## config.mk

```make
export PLATFORM = sky130hd
export DESIGN_NAME = updater_cmd_queue_flat
export DESIGN_NICKNAME = d
export VERILOG_FILES = /design/src/rtl/updater_cmd_queue_if.sv /design/src/rtl/updater_cmd_queue.sv /design/src/flat_wrapper.sv
export SDC_FILE = /design/constraint.sdc
export NUM_CORES = 2
export LEC_CHECK = 0
export ABC_AREA = 0
export ABC_CLOCK_PERIOD_IN_PS = 12000
export BUFFER_PORTS_ARGS = -buffer_cell sky130_fd_sc_hd__buf_2
export CORE_AREA = 5 5 521 369
export DETAILED_ROUTE_END_ITERATION = 10
export DIE_AREA = 0 0 526 374
export PLACE_DENSITY = 0.72
export SETUP_SLACK_MARGIN = 0.2
export SYNTH_ARGS = -nofsm -noshare
export SYNTH_HDL_FRONTEND = slang
export SYNTH_SLANG_ARGS = --single-unit
export TNS_END_PERCENT = 5
```

## constraint.sdc

```tcl
create_clock -name clk -period 12 [get_ports clk]
set_input_delay 1.8 -clock clk [delete_from_list [all_inputs] [get_ports clk]]
set_output_delay 1.8 -clock clk [all_outputs]
set_load 0.02 [all_outputs]
```

## src/rtl/updater_cmd_queue_if.sv

```systemverilog
// ---------------------------------------------------------------------------
// updater_cmd_queue_if
// Bundles the producer-side command/feature handshakes and the Updater-side
// pulse-start / stream / done signals of updater_cmd_queue.
//   slave  : the queue itself (accepts producer traffic, drives the Updater)
//   master : the environment (producer + Updater)
// Signals:
//   cmd_valid/cmd_ready/cmd_op/cmd_pos    producer command handshake
//   feat_valid/feat_ready/feat_data       producer feature-beat handshake
//   add_anchor/del_anchor                 one-cycle start pulses to Updater
//   pos_encode/feature_in                 position code and feature beat
//   add_done/del_done                     Updater completion strobes
//   busy/q_level/proto_err                status
//   add_cnt/del_cnt/max_wait              statistics (UPDQ_STATS_EN only)
// ---------------------------------------------------------------------------
interface updater_cmd_queue_if #(
    parameter int DATA_BUS_WIDTH    = 64,
    parameter int ENCODE_ADDR_WIDTH = 18,
    parameter int CMD_DEPTH         = 4
);
    localparam int QLW = $clog2(CMD_DEPTH + 1);

    logic                         cmd_valid;
    logic                         cmd_ready;
    logic                         cmd_op;
    logic [ENCODE_ADDR_WIDTH-1:0] cmd_pos;
    logic                         feat_valid;
    logic                         feat_ready;
    logic [DATA_BUS_WIDTH-1:0]    feat_data;
    logic                         add_anchor;
    logic                         del_anchor;
    logic [ENCODE_ADDR_WIDTH-1:0] pos_encode;
    logic [DATA_BUS_WIDTH-1:0]    feature_in;
    logic                         add_done;
    logic                         del_done;
    logic                         busy;
    logic [QLW-1:0]               q_level;
    logic                         proto_err;
`ifdef UPDQ_STATS_EN
    logic [15:0]                  add_cnt;
    logic [15:0]                  del_cnt;
    logic [15:0]                  max_wait;
`endif

    modport slave (
        input  cmd_valid, cmd_op, cmd_pos, feat_valid, feat_data, add_done, del_done,
        output cmd_ready, feat_ready, add_anchor, del_anchor, pos_encode, feature_in,
               busy, q_level, proto_err
`ifdef UPDQ_STATS_EN
        , output add_cnt, del_cnt, max_wait
`endif
    );

    modport master (
        output cmd_valid, cmd_op, cmd_pos, feat_valid, feat_data, add_done, del_done,
        input  cmd_ready, feat_ready, add_anchor, del_anchor, pos_encode, feature_in,
               busy, q_level, proto_err
`ifdef UPDQ_STATS_EN
        , input add_cnt, del_cnt, max_wait
`endif
    );
endinterface

```

## src/rtl/updater_cmd_queue.sv

```systemverilog
// ---------------------------------------------------------------------------
// updater_cmd_queue
// Command FIFO + feature FIFO + dispatcher in front of the octree Updater.
// Requests are issued strictly in order, one at a time: a delete is a single
// del_anchor pulse, an add is an add_anchor pulse carrying beat 0 followed by
// FEATURE_LENTH-1 streamed beats. The dispatcher then waits for the matching
// done strobe before looking at the next command.
// Ports:
//   clk  clock
//   rst  asynchronous active-high reset (also resets the Updater)
//   bus  updater_cmd_queue_if.slave (producer + Updater signals, status)
// Optional feature: define UPDQ_STATS_EN to add add_cnt/del_cnt/max_wait.
// ---------------------------------------------------------------------------
module updater_cmd_queue #(
    parameter int DATA_BUS_WIDTH    = 64,
    parameter int ENCODE_ADDR_WIDTH = 18,
    parameter int FEATURE_LENTH     = 9,
    parameter int CMD_DEPTH         = 4,
    parameter int FEAT_DEPTH        = CMD_DEPTH * FEATURE_LENTH
) (
    input  logic             clk,
    input  logic             rst,
    updater_cmd_queue_if.slave bus
);
    localparam int CMD_AW  = $clog2(CMD_DEPTH);
    localparam int CMD_CW  = $clog2(CMD_DEPTH + 1);
    localparam int FEAT_AW = (FEAT_DEPTH > 1) ? $clog2(FEAT_DEPTH) : 1;
    localparam int FEAT_CW = $clog2(FEAT_DEPTH + 1);
    localparam int BEAT_W  = $clog2(FEATURE_LENTH + 1);

    localparam logic [CMD_AW-1:0]  CMD_LAST  = CMD_AW'(CMD_DEPTH - 1);
    localparam logic [CMD_CW-1:0]  CMD_FULL  = CMD_CW'(CMD_DEPTH);
    localparam logic [FEAT_AW-1:0] FEAT_LAST = FEAT_AW'(FEAT_DEPTH - 1);
    localparam logic [FEAT_CW-1:0] FEAT_FULL = FEAT_CW'(FEAT_DEPTH);
    localparam logic [FEAT_CW-1:0] FEAT_NEED = FEAT_CW'(FEATURE_LENTH);
    localparam logic [BEAT_W-1:0]  BEAT_LAST = BEAT_W'(FEATURE_LENTH - 1);

    typedef enum logic [1:0] {S_IDLE, S_ADD_STREAM, S_WAIT_ADD, S_WAIT_DEL} state_t;

    // Storage (no reset: contents are only meaningful below the count)
    logic [ENCODE_ADDR_WIDTH:0]   cmd_mem  [CMD_DEPTH];
    logic [DATA_BUS_WIDTH-1:0]    feat_mem [FEAT_DEPTH];

    logic [CMD_AW-1:0]            cmd_wr_q, cmd_wr_d, cmd_rd_q, cmd_rd_d;
    logic [CMD_CW-1:0]            cmd_cnt_q, cmd_cnt_d;
    logic [FEAT_AW-1:0]           feat_wr_q, feat_wr_d, feat_rd_q, feat_rd_d;
    logic [FEAT_CW-1:0]           feat_cnt_q, feat_cnt_d;
    state_t                       state_q, state_d;
    logic [BEAT_W-1:0]            beat_q, beat_d;
    logic [ENCODE_ADDR_WIDTH-1:0] pos_q, pos_d;
    logic                         proto_err_q, proto_err_d;

    logic                         cmd_ready, feat_ready, cmd_push, feat_push;
    logic                         head_op, dispatch, disp_add, disp_del, feat_pop;
    logic [ENCODE_ADDR_WIDTH-1:0] head_pos;
    logic                         add_ok, del_ok;

    // Ready is forced low while rst is held so nothing is admitted into a
    // FIFO that is being cleared.
    assign cmd_ready  = (cmd_cnt_q != CMD_FULL) && !rst;
    assign feat_ready = (feat_cnt_q != FEAT_FULL) && !rst;
    assign cmd_push   = bus.cmd_valid && cmd_ready;
    assign feat_push  = bus.feat_valid && feat_ready;

    assign head_op  = cmd_mem[cmd_rd_q][ENCODE_ADDR_WIDTH];
    assign head_pos = cmd_mem[cmd_rd_q][ENCODE_ADDR_WIDTH-1:0];

    // Dispatch is decided from registered FIFO state, so a command accepted
    // in one cycle can start the Updater in the very next one. An add only
    // goes once all its beats are buffered, which guarantees a bubble-free
    // stream.
    assign dispatch = (state_q == S_IDLE) && (cmd_cnt_q != '0) &&
                      (!head_op || (feat_cnt_q >= FEAT_NEED));
    assign disp_add = dispatch && head_op;
    assign disp_del = dispatch && !head_op;
    assign feat_pop = disp_add || (state_q == S_ADD_STREAM);

    // A done is accepted only alone and only in its matching wait state.
    assign add_ok = (state_q == S_WAIT_ADD) && bus.add_done && !bus.del_done;
    assign del_ok = (state_q == S_WAIT_DEL) && bus.del_done && !bus.add_done;

    always_comb begin
        cmd_wr_d    = cmd_wr_q;
        cmd_rd_d    = cmd_rd_q;
        cmd_cnt_d   = cmd_cnt_q;
        feat_wr_d   = feat_wr_q;
        feat_rd_d   = feat_rd_q;
        feat_cnt_d  = feat_cnt_q;
        state_d     = state_q;
        beat_d      = beat_q;
        pos_d       = pos_q;
        proto_err_d = proto_err_q;

        if (cmd_push) cmd_wr_d = (cmd_wr_q == CMD_LAST) ? '0 : cmd_wr_q + CMD_AW'(1);
        if (dispatch) cmd_rd_d = (cmd_rd_q == CMD_LAST) ? '0 : cmd_rd_q + CMD_AW'(1);
        case ({cmd_push, dispatch})
            2'b10:   cmd_cnt_d = cmd_cnt_q + CMD_CW'(1);
            2'b01:   cmd_cnt_d = cmd_cnt_q - CMD_CW'(1);
            default: cmd_cnt_d = cmd_cnt_q;
        endcase

        if (feat_push) feat_wr_d = (feat_wr_q == FEAT_LAST) ? '0 : feat_wr_q + FEAT_AW'(1);
        if (feat_pop)  feat_rd_d = (feat_rd_q == FEAT_LAST) ? '0 : feat_rd_q + FEAT_AW'(1);
        case ({feat_push, feat_pop})
            2'b10:   feat_cnt_d = feat_cnt_q + FEAT_CW'(1);
            2'b01:   feat_cnt_d = feat_cnt_q - FEAT_CW'(1);
            default: feat_cnt_d = feat_cnt_q;
        endcase

        if ((bus.add_done || bus.del_done) && !add_ok && !del_ok) proto_err_d = 1'b1;

        case (state_q)
            S_IDLE: begin
                if (dispatch) begin
                    pos_d = head_pos;
                    if (head_op) begin
                        beat_d  = BEAT_W'(1);
                        state_d = (FEATURE_LENTH > 1) ? S_ADD_STREAM : S_WAIT_ADD;
                    end else begin
                        state_d = S_WAIT_DEL;
                    end
                end
            end
            S_ADD_STREAM: begin
                if (beat_q == BEAT_LAST) state_d = S_WAIT_ADD;
                else                     beat_d  = beat_q + BEAT_W'(1);
            end
            S_WAIT_ADD: if (add_ok) state_d = S_IDLE;
            S_WAIT_DEL: if (del_ok) state_d = S_IDLE;
            default:    state_d = S_IDLE;
        endcase
    end

    always_ff @(posedge clk or posedge rst) begin
        if (rst) begin
            cmd_wr_q    <= '0;
            cmd_rd_q    <= '0;
            cmd_cnt_q   <= '0;
            feat_wr_q   <= '0;
            feat_rd_q   <= '0;
            feat_cnt_q  <= '0;
            state_q     <= S_IDLE;
            beat_q      <= '0;
            pos_q       <= '0;
            proto_err_q <= 1'b0;
        end else begin
            cmd_wr_q    <= cmd_wr_d;
            cmd_rd_q    <= cmd_rd_d;
            cmd_cnt_q   <= cmd_cnt_d;
            feat_wr_q   <= feat_wr_d;
            feat_rd_q   <= feat_rd_d;
            feat_cnt_q  <= feat_cnt_d;
            state_q     <= state_d;
            beat_q      <= beat_d;
            pos_q       <= pos_d;
            proto_err_q <= proto_err_d;
        end
    end

    always_ff @(posedge clk) begin
        if (cmd_push)  cmd_mem[cmd_wr_q]   <= {bus.cmd_op, bus.cmd_pos};
        if (feat_push) feat_mem[feat_wr_q] <= bus.feat_data;
    end

    assign bus.cmd_ready  = cmd_ready;
    assign bus.feat_ready = feat_ready;
    assign bus.add_anchor = disp_add;
    assign bus.del_anchor = disp_del;
    // The head position is shown in the dispatch cycle itself, then held.
    assign bus.pos_encode = dispatch ? head_pos : pos_q;
    assign bus.feature_in = feat_pop ? feat_mem[feat_rd_q] : '0;
    assign bus.busy       = (state_q != S_IDLE);
    assign bus.q_level    = cmd_cnt_q;
    assign bus.proto_err  = proto_err_q;

`ifdef UPDQ_STATS_EN
    logic [15:0] add_cnt_q, del_cnt_q, max_wait_q, wait_q;

    // wait_q counts cycles since the start pulse: 1 in the cycle after it.
    always_ff @(posedge clk or posedge rst) begin
        if (rst) begin
            add_cnt_q  <= '0;
            del_cnt_q  <= '0;
            max_wait_q <= '0;
            wait_q     <= '0;
        end else begin
            if (add_ok) add_cnt_q <= add_cnt_q + 16'd1;
            if (del_ok) del_cnt_q <= del_cnt_q + 16'd1;
            if (dispatch)                wait_q <= 16'd1;
            else if (wait_q != 16'hFFFF) wait_q <= wait_q + 16'd1;
            if ((add_ok || del_ok) && (wait_q > max_wait_q)) max_wait_q <= wait_q;
        end
    end

    assign bus.add_cnt  = add_cnt_q;
    assign bus.del_cnt  = del_cnt_q;
    assign bus.max_wait = max_wait_q;
`endif
endmodule
```

## src/flat_wrapper.sv

```systemverilog
// flat-port wrapper written by rule: the top's interface ports become plain ports
module updater_cmd_queue_flat 
#(
    parameter int DATA_BUS_WIDTH    = 64,
    parameter int ENCODE_ADDR_WIDTH = 18,
    parameter int FEATURE_LENTH     = 9,
    parameter int CMD_DEPTH         = 4,
    parameter int FEAT_DEPTH        = CMD_DEPTH * FEATURE_LENTH
)
  (clk, rst, bus_cmd_valid, bus_cmd_op, bus_cmd_pos, bus_feat_valid, bus_feat_data, bus_add_done, bus_del_done, bus_cmd_ready, bus_feat_ready, bus_add_anchor, bus_del_anchor, bus_pos_encode, bus_feature_in, bus_busy, bus_q_level, bus_proto_err);
  updater_cmd_queue_if #(.DATA_BUS_WIDTH(DATA_BUS_WIDTH), .ENCODE_ADDR_WIDTH(ENCODE_ADDR_WIDTH), .CMD_DEPTH(CMD_DEPTH)) bus_i ();
  input  logic clk;
  input  logic rst;
  input wire logic [$bits(bus_i.cmd_valid)-1:0] bus_cmd_valid;
  input wire logic [$bits(bus_i.cmd_op)-1:0] bus_cmd_op;
  input wire logic [$bits(bus_i.cmd_pos)-1:0] bus_cmd_pos;
  input wire logic [$bits(bus_i.feat_valid)-1:0] bus_feat_valid;
  input wire logic [$bits(bus_i.feat_data)-1:0] bus_feat_data;
  input wire logic [$bits(bus_i.add_done)-1:0] bus_add_done;
  input wire logic [$bits(bus_i.del_done)-1:0] bus_del_done;
  output wire logic [$bits(bus_i.cmd_ready)-1:0] bus_cmd_ready;
  output wire logic [$bits(bus_i.feat_ready)-1:0] bus_feat_ready;
  output wire logic [$bits(bus_i.add_anchor)-1:0] bus_add_anchor;
  output wire logic [$bits(bus_i.del_anchor)-1:0] bus_del_anchor;
  output wire logic [$bits(bus_i.pos_encode)-1:0] bus_pos_encode;
  output wire logic [$bits(bus_i.feature_in)-1:0] bus_feature_in;
  output wire logic [$bits(bus_i.busy)-1:0] bus_busy;
  output wire logic [$bits(bus_i.q_level)-1:0] bus_q_level;
  output wire logic [$bits(bus_i.proto_err)-1:0] bus_proto_err;
  assign bus_i.cmd_valid = bus_cmd_valid;
  assign bus_i.cmd_op = bus_cmd_op;
  assign bus_i.cmd_pos = bus_cmd_pos;
  assign bus_i.feat_valid = bus_feat_valid;
  assign bus_i.feat_data = bus_feat_data;
  assign bus_i.add_done = bus_add_done;
  assign bus_i.del_done = bus_del_done;
  assign bus_cmd_ready = bus_i.cmd_ready;
  assign bus_feat_ready = bus_i.feat_ready;
  assign bus_add_anchor = bus_i.add_anchor;
  assign bus_del_anchor = bus_i.del_anchor;
  assign bus_pos_encode = bus_i.pos_encode;
  assign bus_feature_in = bus_i.feature_in;
  assign bus_busy = bus_i.busy;
  assign bus_q_level = bus_i.q_level;
  assign bus_proto_err = bus_i.proto_err;
  updater_cmd_queue #(.DATA_BUS_WIDTH(DATA_BUS_WIDTH), .ENCODE_ADDR_WIDTH(ENCODE_ADDR_WIDTH), .FEATURE_LENTH(FEATURE_LENTH), .CMD_DEPTH(CMD_DEPTH), .FEAT_DEPTH(FEAT_DEPTH)) u_core (.clk(clk), .rst(rst), .bus(bus_i));
endmodule
```

==> impl_metrics.toml <==
[clocking]
insertion_delay_ns = 0.85
path_clk_slew_ns = 0.06
ctsHoldBuffers = 0
cts_sinks = 2430
clk_path_buf_depth = 3
numCtsBuffers = 210
root_buffer = "clkbuf_16"
cts-resized-gates = 0
cts_setup_buffers = 0
htree_levels = 4
cts_tree = "done"

[setup_path]
worstPathMaxFanout = 100
reg2reg_depth = 9
r2r_end = "u_core.feat_mem[19][43]"
reg2reg_slack_ns = 7.57
cp-start-kind = "register"
worst_setup_path_end_kind = "output port"
required_ns = 10.20
crit_arrival_ns = 5.60
path_class = "reg2out"
r2r-start = "u_core.feat_cnt_q[3]"

[logic_synthesis]
post_synth_num_cell_types = 63
ys_seq_area_frac = 0.785
synth_ff_type = "edfxtp_1"
ys_warn_count = 0
yosysTopAreaCellShare = 0.771
synthCells = 4010
synthTopCellsByArea = "edfxtp_1 (77%), mux4_2 (14%), dfrtp_1 (1.4%)"
synth_area_per_cell_um2 = 23.1
async_flop_share = 0.0206
ys_ff_latch = 2430
synth_edf_count = 2380
syn-cell-area_mm2 = 0.0927
syn-num-nets = 4113
yosys.area.top_type = "edfxtp_1"

[die]
num_rows = 133
die_h_um = 374
fp.coreArea_mm2 = 0.187
die_w_um = 526
initial_core_util = 0.497
io_pins = 180
die-area_mm2 = 0.197

[routing]
drt_drc_violations_left = 0
ant_nets = 0
num_vias = 45200
wl_um = 227000
first_pass_iters = 6
avgRoutedWirePerCell_um = 32.6
drt-initial-drc-count = 6663
vias_per_cell = 6.51

[grt]
overflow = 0
grt_pass1_vias = 44300
antenna_found_initial = 14
grtUsageMet3 = 0.0502
grt_pass1_wl_um = 324000
grt_start_max_net_pins = 136
use_met1 = 0.348
grtUsageTotal = 0.228
use_met2 = 0.339
busiest_layer = "met1"

[finish]
n_fill_cell = 13400
nNetsFinal = 4379
layout_commonest_cell = "edfxtp_1"
final_cells = 6953
drive_gt1_frac = 0.283
multi_input_area_mm2 = 0.0187
final_cell_mix = "edfxtp_1 (2380), mux4_2 (587), clkbuf_16 (211)"
seq_area_mm2 = 0.0727
area_delta_synth_final_pct = 11.1

[timing]
finalCritPeriodShare = 0.617
period_needed_ns = 7.40
hold_viol_final = 0
drv_slew = 0
rsz0062_at_grt = "no"
fmax_mhz = 135
tns_ns = 0
max-slew-margin-rel = 0.0793
worst-slew-pin-transition_ns = 1.38
clock-skew-final_ns = 0.0337
finalSetupViolCount = 0

[placement]
port_buffers = 179
dp.cells = 6561
gp_congestion = 0.748
dpl.hpwl_um = 114000

[pwr]
ir_worst_vdd_v = 0.000195
p_leak_nw = 31.9
power_density_mw_per_mm2 = 214

[hold_path]
hp-start = "u_core.bus.proto_err"
min_to = "u_core.bus.proto_err"
hp-class = "reg2reg"
hold_path_depth = 1

[job]
max_cap_viol_count = 0

[outcome]
status = "finished, final reports clean"
==> cell usage after synthesis, types with 11 or more instances <==
cell type and n:
a211oi_1 55, buf_1 11, buf_2 85, buf_4 36
buf_6 39, clkbuf_1 42, dfrtp_1 50, edfxtp_1 2380
ha_1 13, inv_1 14, mux2_2 45, mux2i_1 21
mux4_2 587, nand2_1 26, nand2b_1 12, nor2_1 106
nor2b_1 42, nor3_1 45, nor4_1 17, o21ai_0 27
o22ai_1 163, or3_1 12, or4_1 49
==> how the worst max path moves through the flow <==
| stage | start | end | slack (ns) | cells past startpoint |
|---|---|---|---|---|
| after floorplan | rst | u_core.feat_mem[31][0] | 6.16 | 5 |
| after CTS | u_core.feat_rd_q[0] | bus_feature_in[33] | 4.35 | 8 |
| after global placement | u_core.feat_rd_q[0] | bus_feature_in[33] | 5.24 | 8 |
| final | u_core.feat_rd_q[0] | bus_feature_in[33] | 4.60 | 8 |
| after detailed placement | u_core.feat_rd_q[0] | bus_feature_in[33] | 5.26 | 8 |
| after global routing | u_core.feat_rd_q[0] | bus_feature_in[33] | 4.19 | 8 |
==> worst max-delay path: stages, from the launching register on <==
cell      delay, ns
dfrtp_4        1.09
buf_12         0.64
buf_12         0.65
mux4_1         0.39
or3_1          0.11
o21ai_0        0.08
or4_1          0.42
a211oi_1       0.81
buf_2          0.31
==> state kept, by name, summed over array words and instances (netlist names) <==
register	count
u_core.feat_mem	2304
u_core.cmd_wr_q	2
u_core.bus.proto_err	1
u_core.cmd_mem	76
u_core.feat_cnt_q	6
u_core.feat_wr_q	6
u_core.pos_q	18
u_core.cmd_rd_q	2
u_core.beat_q	4
u_core.bus.q_level	3
u_core.state_q	2
u_core.feat_rd_q	6
==> metrics by stage <==
step	instance area (um2)	power [mW]	utilization	hold WS, ns	worst slack, ns
3_3_place_gp	96300	15.6	0.516	0.485	5.24
3_5_place_dp	96300	15.7	0.516	0.471	5.26
4_1_cts	103000	22.2	0.552	0.496	4.35
5_1_grt	103000	22.9	0.552	0.520	4.19
2_1_floorplan	92700	14.1	-	0.460	6.16
6_report	103000	22.0	0.552	0.498	4.60
==> kinds of logic (layout without fill, tap and decap cells) <==
kind of cell / count (synthesis) / in the layout / share of synthesized area
AOI/OAI and AO/OA: 295 / 295 / 0.0211
DFF: 2430 / 2430 / 0.785
adders and majority gates: 14 / 14 / 0.00197
and+or+nand+nor: 354 / 354 / 0.0208
muxes: 661 / 661 / 0.153
xor gates and xnor gates: 16 / 16 / 0.00151
buffers and inverters: 240 / 681 / 0.0172
other: 0 / 5 / 0
==> metal layers <==
layer	vias to the layer above	part of all wire	routed length, um
met3	355	0.12	26100
li1	17700	-	-
met5	-	0.00021	47
met1	24200	0.40	90500
met2	2973	0.46	105000
met4	8	0.024	5390
==> final cells by class <==
cell class	instances	share of cell area
clock inverter	131	0.0109
tap	2497	0.0303
sequential	2430	0.706
timing repair buffer	278	0.0169
inverter	16	0.000608
multi-input combinational	1340	0.181
antenna	5	0.000122
clock buffer	256	0.0533
==> where the power goes <==
part	switching, mW	internal [mW]	leakage, nW
Clock	3.04	3.53	3.20
Sequential	0.240	9.60	22.0
Combinational	3.15	2.47	6.69
Total	6.43	15.6	31.9
No activity file was read; power rests on OpenSTA's default activity.
